<file path="src/rtl/dmem_arbiter_if.sv">
// Bundle of requester and memory-side signals for dmem_arbiter.
// lock0/lock1 exist only when DMEM_ARB_LOCK_EN is defined.
interface dmem_arbiter_if #(
    parameter int AW = 8,
    parameter int DW = 8
);
    logic          req0, req1;
    logic          we0, we1;
    logic [AW-1:0] addr0, addr1;
    logic [DW-1:0] wdata0, wdata1;
    logic          ack0, ack1;
    logic [DW-1:0] rdata0, rdata1;
`ifdef DMEM_ARB_LOCK_EN
    logic          lock0, lock1;
`endif
    logic [AW-1:0] mem_A;
    logic [DW-1:0] mem_WD;
    logic          mem_WE;
    logic [DW-1:0] mem_RD;
    logic          busy;

    modport slave (
`ifdef DMEM_ARB_LOCK_EN
        input  lock0, lock1,
`endif
        input  req0, req1, we0, we1, addr0, addr1, wdata0, wdata1, mem_RD,
        output ack0, ack1, rdata0, rdata1, mem_A, mem_WD, mem_WE, busy
    );

    modport master (
`ifdef DMEM_ARB_LOCK_EN
        output lock0, lock1,
`endif
        output req0, req1, we0, we1, addr0, addr1, wdata0, wdata1, mem_RD,
        input  ack0, ack1, rdata0, rdata1, mem_A, mem_WD, mem_WE, busy
    );
endinterface

</file>
<file path="src/rtl/dmem_arbiter.sv">
// Two-requester round-robin arbiter in front of a single async-read/sync-write memory.
// Optional bus locking for atomic read-modify-write is enabled by defining DMEM_ARB_LOCK_EN.
module dmem_arbiter #(
    parameter int AW = 8,
    parameter int DW = 8
) (
    input  logic          clk,
    input  logic          reset,
    dmem_arbiter_if.slave bus
);

    typedef enum logic [1:0] {
        IDLE   = 2'd0,
        ACCESS = 2'd1,
        RESP   = 2'd2
    } state_t;

    state_t        state, state_nxt;
    logic          last_gnt;
    logic          gnt_q;
    logic          we_q;
    logic [AW-1:0] addr_q;
    logic [DW-1:0] wdata_q;
    logic [DW-1:0] rdata0_q, rdata1_q;

    logic          cand0, cand1;
    logic          grant;
    logic          win;
    logic          mem_we;
    logic          ack0, ack1;
    logic          busy;

`ifdef DMEM_ARB_LOCK_EN
    logic          lock_q;
    logic          lock_owner;
`endif

    // Candidate filtering and next-state/output decode; outputs depend only on registered state.
    always_comb begin
        cand0     = bus.req0;
        cand1     = bus.req1;
`ifdef DMEM_ARB_LOCK_EN
        if (lock_q) begin
            cand0 = bus.req0 & ~lock_owner;
            cand1 = bus.req1 & lock_owner;
        end
`endif
        grant     = cand0 | cand1;
        win       = (cand0 & cand1) ? ~last_gnt : cand1;

        state_nxt = state;
        mem_we    = 1'b0;
        ack0      = 1'b0;
        ack1      = 1'b0;
        busy      = 1'b0;

        case (state)
            IDLE: begin
                if (grant) state_nxt = ACCESS;
            end
            ACCESS: begin
                mem_we    = we_q;
                busy      = 1'b1;
                state_nxt = RESP;
            end
            RESP: begin
                ack0      = ~gnt_q;
                ack1      = gnt_q;
                busy      = 1'b1;
                state_nxt = IDLE;
            end
            default: state_nxt = IDLE;
        endcase
    end

    always_ff @(posedge clk or posedge reset) begin
        if (reset) state <= IDLE;
        else       state <= state_nxt;
    end

    always_ff @(posedge clk or posedge reset) begin
        if (reset) begin
            last_gnt   <= 1'b1;
            gnt_q      <= 1'b0;
            we_q       <= 1'b0;
            addr_q     <= '0;
            wdata_q    <= '0;
            rdata0_q   <= '0;
            rdata1_q   <= '0;
`ifdef DMEM_ARB_LOCK_EN
            lock_q     <= 1'b0;
            lock_owner <= 1'b0;
`endif
        end else begin
            if (state == IDLE && grant) begin
                gnt_q    <= win;
                last_gnt <= win;
                we_q     <= win ? bus.we1    : bus.we0;
                addr_q   <= win ? bus.addr1  : bus.addr0;
                wdata_q  <= win ? bus.wdata1 : bus.wdata0;
            end
            // Read data is captured at the same edge the memory would commit a write.
            if (state == ACCESS && !we_q) begin
                if (gnt_q) rdata1_q <= bus.mem_RD;
                else       rdata0_q <= bus.mem_RD;
            end
`ifdef DMEM_ARB_LOCK_EN
            if (state == RESP) begin
                lock_q     <= gnt_q ? bus.lock1 : bus.lock0;
                lock_owner <= gnt_q;
            end
`endif
        end
    end

    assign bus.mem_A  = addr_q;
    assign bus.mem_WD = wdata_q;
    assign bus.mem_WE = mem_we;
    assign bus.ack0   = ack0;
    assign bus.ack1   = ack1;
    assign bus.busy   = busy;
    assign bus.rdata0 = rdata0_q;
    assign bus.rdata1 = rdata1_q;

endmodule
</file>
<file path="src/flat_wrapper.sv">
// flat-port wrapper written by rule: the top's interface ports become plain ports
module dmem_arbiter_flat 
#(
    parameter int AW = 8,
    parameter int DW = 8
)
  (clk, reset, bus_req0, bus_req1, bus_we0, bus_we1, bus_addr0, bus_addr1, bus_wdata0, bus_wdata1, bus_mem_RD, bus_ack0, bus_ack1, bus_rdata0, bus_rdata1, bus_mem_A, bus_mem_WD, bus_mem_WE, bus_busy);
  dmem_arbiter_if #(.AW(AW), .DW(DW)) bus_i ();
  input  logic clk;
  input  logic reset;
  input wire logic [$bits(bus_i.req0)-1:0] bus_req0;
  input wire logic [$bits(bus_i.req1)-1:0] bus_req1;
  input wire logic [$bits(bus_i.we0)-1:0] bus_we0;
  input wire logic [$bits(bus_i.we1)-1:0] bus_we1;
  input wire logic [$bits(bus_i.addr0)-1:0] bus_addr0;
  input wire logic [$bits(bus_i.addr1)-1:0] bus_addr1;
  input wire logic [$bits(bus_i.wdata0)-1:0] bus_wdata0;
  input wire logic [$bits(bus_i.wdata1)-1:0] bus_wdata1;
  input wire logic [$bits(bus_i.mem_RD)-1:0] bus_mem_RD;
  output wire logic [$bits(bus_i.ack0)-1:0] bus_ack0;
  output wire logic [$bits(bus_i.ack1)-1:0] bus_ack1;
  output wire logic [$bits(bus_i.rdata0)-1:0] bus_rdata0;
  output wire logic [$bits(bus_i.rdata1)-1:0] bus_rdata1;
  output wire logic [$bits(bus_i.mem_A)-1:0] bus_mem_A;
  output wire logic [$bits(bus_i.mem_WD)-1:0] bus_mem_WD;
  output wire logic [$bits(bus_i.mem_WE)-1:0] bus_mem_WE;
  output wire logic [$bits(bus_i.busy)-1:0] bus_busy;
  assign bus_i.req0 = bus_req0;
  assign bus_i.req1 = bus_req1;
  assign bus_i.we0 = bus_we0;
  assign bus_i.we1 = bus_we1;
  assign bus_i.addr0 = bus_addr0;
  assign bus_i.addr1 = bus_addr1;
  assign bus_i.wdata0 = bus_wdata0;
  assign bus_i.wdata1 = bus_wdata1;
  assign bus_i.mem_RD = bus_mem_RD;
  assign bus_ack0 = bus_i.ack0;
  assign bus_ack1 = bus_i.ack1;
  assign bus_rdata0 = bus_i.rdata0;
  assign bus_rdata1 = bus_i.rdata1;
  assign bus_mem_A = bus_i.mem_A;
  assign bus_mem_WD = bus_i.mem_WD;
  assign bus_mem_WE = bus_i.mem_WE;
  assign bus_busy = bus_i.busy;
  dmem_arbiter #(.AW(AW), .DW(DW)) u_core (.clk(clk), .reset(reset), .bus(bus_i));
endmodule
</file>
<file path="config.mk">
export PLATFORM = sky130hd
export DESIGN_NAME = dmem_arbiter_flat
export DESIGN_NICKNAME = d
export VERILOG_FILES = /design/src/rtl/dmem_arbiter_if.sv /design/src/rtl/dmem_arbiter.sv /design/src/flat_wrapper.sv
export SDC_FILE = /design/constraint.sdc
export NUM_CORES = 1
export LEC_CHECK = 0
export BUFFER_PORTS_ARGS = -buffer_cell sky130_fd_sc_hd__buf_4
export CAP_MARGIN = 40
export CELL_PAD_IN_SITES_DETAIL_PLACEMENT = 2
export CELL_PAD_IN_SITES_GLOBAL_PLACEMENT = 2
export CORE_ASPECT_RATIO = 1.5
export CORE_MARGIN = 2
export CORE_UTILIZATION = 24
export DETAILED_ROUTE_END_ITERATION = 6
export PLACE_DENSITY = 0.84
export SYNTH_ARGS = -nofsm -noshare
export SYNTH_HDL_FRONTEND = slang
export SYNTH_SLANG_ARGS = --single-unit
export TNS_END_PERCENT = 5
</file>
<file path="constraint.sdc">
create_clock -name clk -period 1.5 [get_ports clk]
set_input_delay 0.3 -clock clk [delete_from_list [all_inputs] [get_ports clk]]
set_output_delay 0.3 -clock clk [all_outputs]
set_load 0.02 [all_outputs]
</file>
; ---- Word level (Yosys, flattened, before mapping)
; Index checks and enable logic that the tools add are counted.
[totals]
reg_bits = 37
inputBits = 46
[op_classes]
eq_ne = 3
n_bitwise = 4
muxes = 10
reduce_logical = 7
[op_table]
columns = operator, count
row1 = two-way mux 8 bit, 2
row2 = two-way mux 1 bit, 6
row3 = case mux 2 bit (2 select lines), 1
row4 = AND reduction 2 bit, 2
row5 = "equality test 2 x 1 -> 1 bit, second input constant", 1
row6 = "equality test 2 bit, second input constant", 1
row7 = logical AND 1 bit, 2
row8 = zero test 2 bit, 1
row9 = two-way mux 2 bit, 1
row10 = "!= test 2 x 1 -> 1 bit, second input constant", 1
row11 = inverter 1 bit, 2
row12 = OR reduction 2 bit, 1
row13 = AND 1 bit, 1
row14 = zero test 1 bit, 1
row15 = OR 1 bit, 1

; ---- Longest topological paths before layout
[logic_depth]
ltp_word = 3
depth_mapped = 8
ltp_nobuf = 5

; ---- Worst setup path before layout
; No wires, ideal clock.
[synth_path]
path_type = register to register
startpoint = register u_core.state[1]
endpoint = register u_core.rdata0_q[0], in the netlist u_core.bus.rdata0[0]
synth_period_minus_slack_ns = 1.451
path_slack_ns = 0.049
required_ns = 1.375
stages_incl_launch_ff = 5
t_arrival_ns = 1.326
n_path_buf = 0
path_cell_list = dfrtp_1 inv_1 ha_1 nor3b_4 mux2_2
[synth_between]
elab_chain_len = 3
[synth_rtl]
columns = item, line_no
row1 = "start, declared", dmem_arbiter.sv:18  ; state_t state, state_nxt;
row2 = "start signal, assigned", dmem_arbiter.sv:78  ; else state <= state_nxt;
row3 = equality test 2 x 1 -> 1 bit, dmem_arbiter.sv:103  ; if (state == ACCESS && !we_q) begin
row4 = logical AND 1 bit, dmem_arbiter.sv:103
row5 = AND reduction 2 bit (no line), n/a
row6 = "end signal, assigned", dmem_arbiter.sv:105  ; else rdata0_q <= bus.mem_RD;
row7 = "end, declared", dmem_arbiter.sv:24  ; logic [DW-1:0] rdata0_q, rdata1_q;
; Every way passes these cells.
; A chain may end at the register's enable or synchronous reset.

; ---- Final worst setup path
[layout_path]
startpoint = register u_core.state[0]
endpoint = output port bus_ack1
[layout_between]
elab_chain_len = 2
[layout_rtl]
columns = item, line_no
row1 = equality test 2 bit, dmem_arbiter.sv:57  ; case (state)
row2 = two-way mux 1 bit, dmem_arbiter.sv:57
row3 = "end, declared", flat_wrapper.sv:21  ; output wire logic [$bits(bus_i.ack1)-1:0] bus_ack1;
; Every way passes these cells.

==> impl_metrics.json <==
{
  "peakVddDrop_v": 0.000775,
  "cts_tree": "built",
  "h-tree-depth": 2,
  "drive_above_1_share_pct": 50.8,
  "violations": "setup timing",
  "criticalPathCategory": "flop to output port",
  "clkTransAtPathRegs_ns": 0.08,
  "ant_nets": 0,
  "dr.pass1.iters": 4,
  "grt_pass1_wl_um": 8370,
  "portBuffers": 81,
  "arrival_ns": 1.25,
  "die_area_um2": 7580,
  "cts_root_buf": "clkbuf_8",
  "grt_max_degree": 38,
  "p_per_area_nw_per_um2": 2290,
  "wire_per_inst_um": 16.0,
  "wl_um": 5080,
  "synthTopCellsByArea": "dfrtp_1 55%, mux2_2 12%, a21oi_1 11%, nand2_1 4.1%, nor2_1 4.1%",
  "overflow": 0,
  "final_cell_mix": "81 x buf_4, 35 x a21oi_1, 35 x dfrtp_1",
  "holdWs_ns": 0.0536,
  "num_rows": 37,
  "num_vias": 1494,
  "pin_count": 82,
  "yosys_warnings": 0,
  "layout_commonest_cell": "buf_4",
  "antenna_cells": 0,
  "dp_cells": 309,
  "clk_latency_ns": 0.29,
  "antenna_found_initial": 0,
  "syn_inst": 152,
  "slew_violations": 0,
  "cts_buffers": 5,
  "p_leak_nw": 1.25,
  "grt_use_met3_pct": 3.15,
  "cp-endpoint": "bus_ack1",
  "p_total_mw": 5.97,
  "seq_area_frac_synth_pct": 56.1,
  "drc": 0,
  "synth_cell_type_count": 22,
  "reg2reg_to": "u_core.bus.mem_WD[3]",
  "viasPerCell": 4.70,
  "hold_viol": 0,
  "grt_util_met2_pct": 26.1,
  "cp_data_required_time_ns": 1.20,
  "rsz0062_at_grt": "yes",
  "setup_viol": 3,
  "dp_hpwl_um": 3810,
  "r2r_cells": 6,
  "seqCellArea_um2": 928,
  "fin_nets": 289,
  "timing.rr.start": "u_core.state[0]",
  "synth_area_per_cell_um2": 10.9,
  "place.gp.congestion": 0.658,
  "cp_max_fo": 3,
  "dieWidth_um": 71.8,
  "drt_iter0_markers": 76,
  "synth_area_leader_cell": "dfrtp_1",
  "startpoint_type": "flop",
  "netlist.area_leader.share_pct": 54.5,
  "slew_headroom_pct": 64.0,
  "fin_crit_sh_pct": 103,
  "coreArea_um2": 6760,
  "grt_pass1_vias": 1698,
  "die_h_um": 106,
  "ff2ff_setup_slack_ns": 0.03,
  "fin_cells": 318,
  "area_delta_synth_final_pct": 57.8,
  "top_usage_layer": "met2",
  "multi_input_area_um2": 707,
  "clk_path_buf_depth": 2,
  "setup_ws_ns": -0.0456,
  "grt_use_met1_pct": 16.0,
  "status": "complete, but fails checks",
  "tightest_slew_ns": 0.538,
  "fillers": 745,
  "hold_path.class": "input port to asynchronous set/reset pin",
  "clock-sinks": 37,
  "grt_use_total_pct": 14.3,
  "crit_start": "u_core.state[0]",
  "max_freq_ghz": 0.647,
  "layout_min_cycle_time_ns": 1.55,
  "cap_violations": 0,
  "synth_seq_cells": 37,
  "end_kind": "output port",
  "syn-num-nets": 202,
  "start_util_pct": 24.5,
  "finalClockSkew_ns": 0.00950,
  "final_util_pct": 38.6,
  "syn_area_um2": 1650,
  "cts-hold-fix-buffers": 0
}
## sequential cells by signal (all words and copies together) (netlist names)
name               cells
u_core.bus.mem_WD      8
u_core.bus.mem_A       8
u_core.we_q            1
u_core.state           2
u_core.gnt_q           1
u_core.bus.rdata1      8
u_core.last_gnt        1
u_core.bus.rdata0      8
## power breakdown
group	switching (mW)	total [mW]	internal, mW
logic	1.57	3.04	1.48
clock network	0.398	1.07	0.670
registers	0.341	1.86	1.52
## through the flow
stage	instance area [um^2]	worst slack (ns)	TNS, ns
2_1_floorplan	1650	0.0492	0
3_3_place_gp	2400	-0.00194	-0.00194
3_5_place_dp	2410	-0.0655	-0.476
4_1_cts	2560	-0.0588	-0.414
5_1_grt	2610	-0.104	-1.36
6_report	2610	-0.0456	-0.114
## worst max-delay path: stages (launching register included)
cell	delay, ns
dfrtp_2	0.41
inv_2	0.06
ha_1	0.20
and2_1	0.16
buf_6	0.13
## how the worst min path moves through the flow
stage / startpoint / to / slack, ns / depth (start not counted)
2_1_floorplan: bus_wdata0[0] / u_core.bus.mem_WD[0] / 0.43 / 2
3_3_place_gp: reset / u_core.bus.rdata1[7] / 0.38 / 3
3_5_place_dp: reset / u_core.bus.rdata1[7] / 0.39 / 3
4_1_cts: reset / u_core.bus.rdata1[7] / 0.06 / 3
5_1_grt: reset / u_core.bus.rdata1[7] / 0.07 / 3
6_report: reset / u_core.bus.rdata1[7] / 0.05 / 3
## cells in the mapped netlist, drive strengths merged
library cell / n
a21bo: 1
a21boi: 2
a21oi: 35
a22o: 1
a31oi: 1
and2: 2
buf: 7
clkbuf: 1
dfrtp: 36
dfstp: 1
ha: 4
inv: 3
mux2: 17
nand2: 18
nand3b: 1
nor2: 18
nor2b: 1
nor3b: 1
o21a: 1
o21ai: 1
## repair_timing
item                                    CTS  global route
pin swaps                                 0             0
resized for setup                         4            11
endpoints found under the setup margin   12            27
setup buffers                             1             0
## kinds of logic after synthesis
| family | after synthesis | share of synthesized area, % |
|---|---|---|
| AO/OA/AOI/OAI | 42 | 14.7 |
| AND/OR/NAND/NOR | 41 | 10.9 |
| flip-flops | 37 | 56.1 |
| multiplexers | 17 | 11.6 |
| adder cells (fa/ha/maj) | 4 | 3.03 |
| buffers and inverters | 11 | 3.71 |
## layer usage
layer,up-vias,routed length [um]
li1,687,-
met1,741,1990
met2,59,2750
met3,7,270
met4,0,70
met5,-,0
## final cells by class
cell class	count	share of cell area (%)
multi-input combinational	104	27.1
clock buffer	5	2.64
sequential	37	35.6
timing repair buffer	88	27.8
inverter	3	0.432
clock inverter	3	2.64
tap	78	3.74
(Power assumes the default switching activity.)
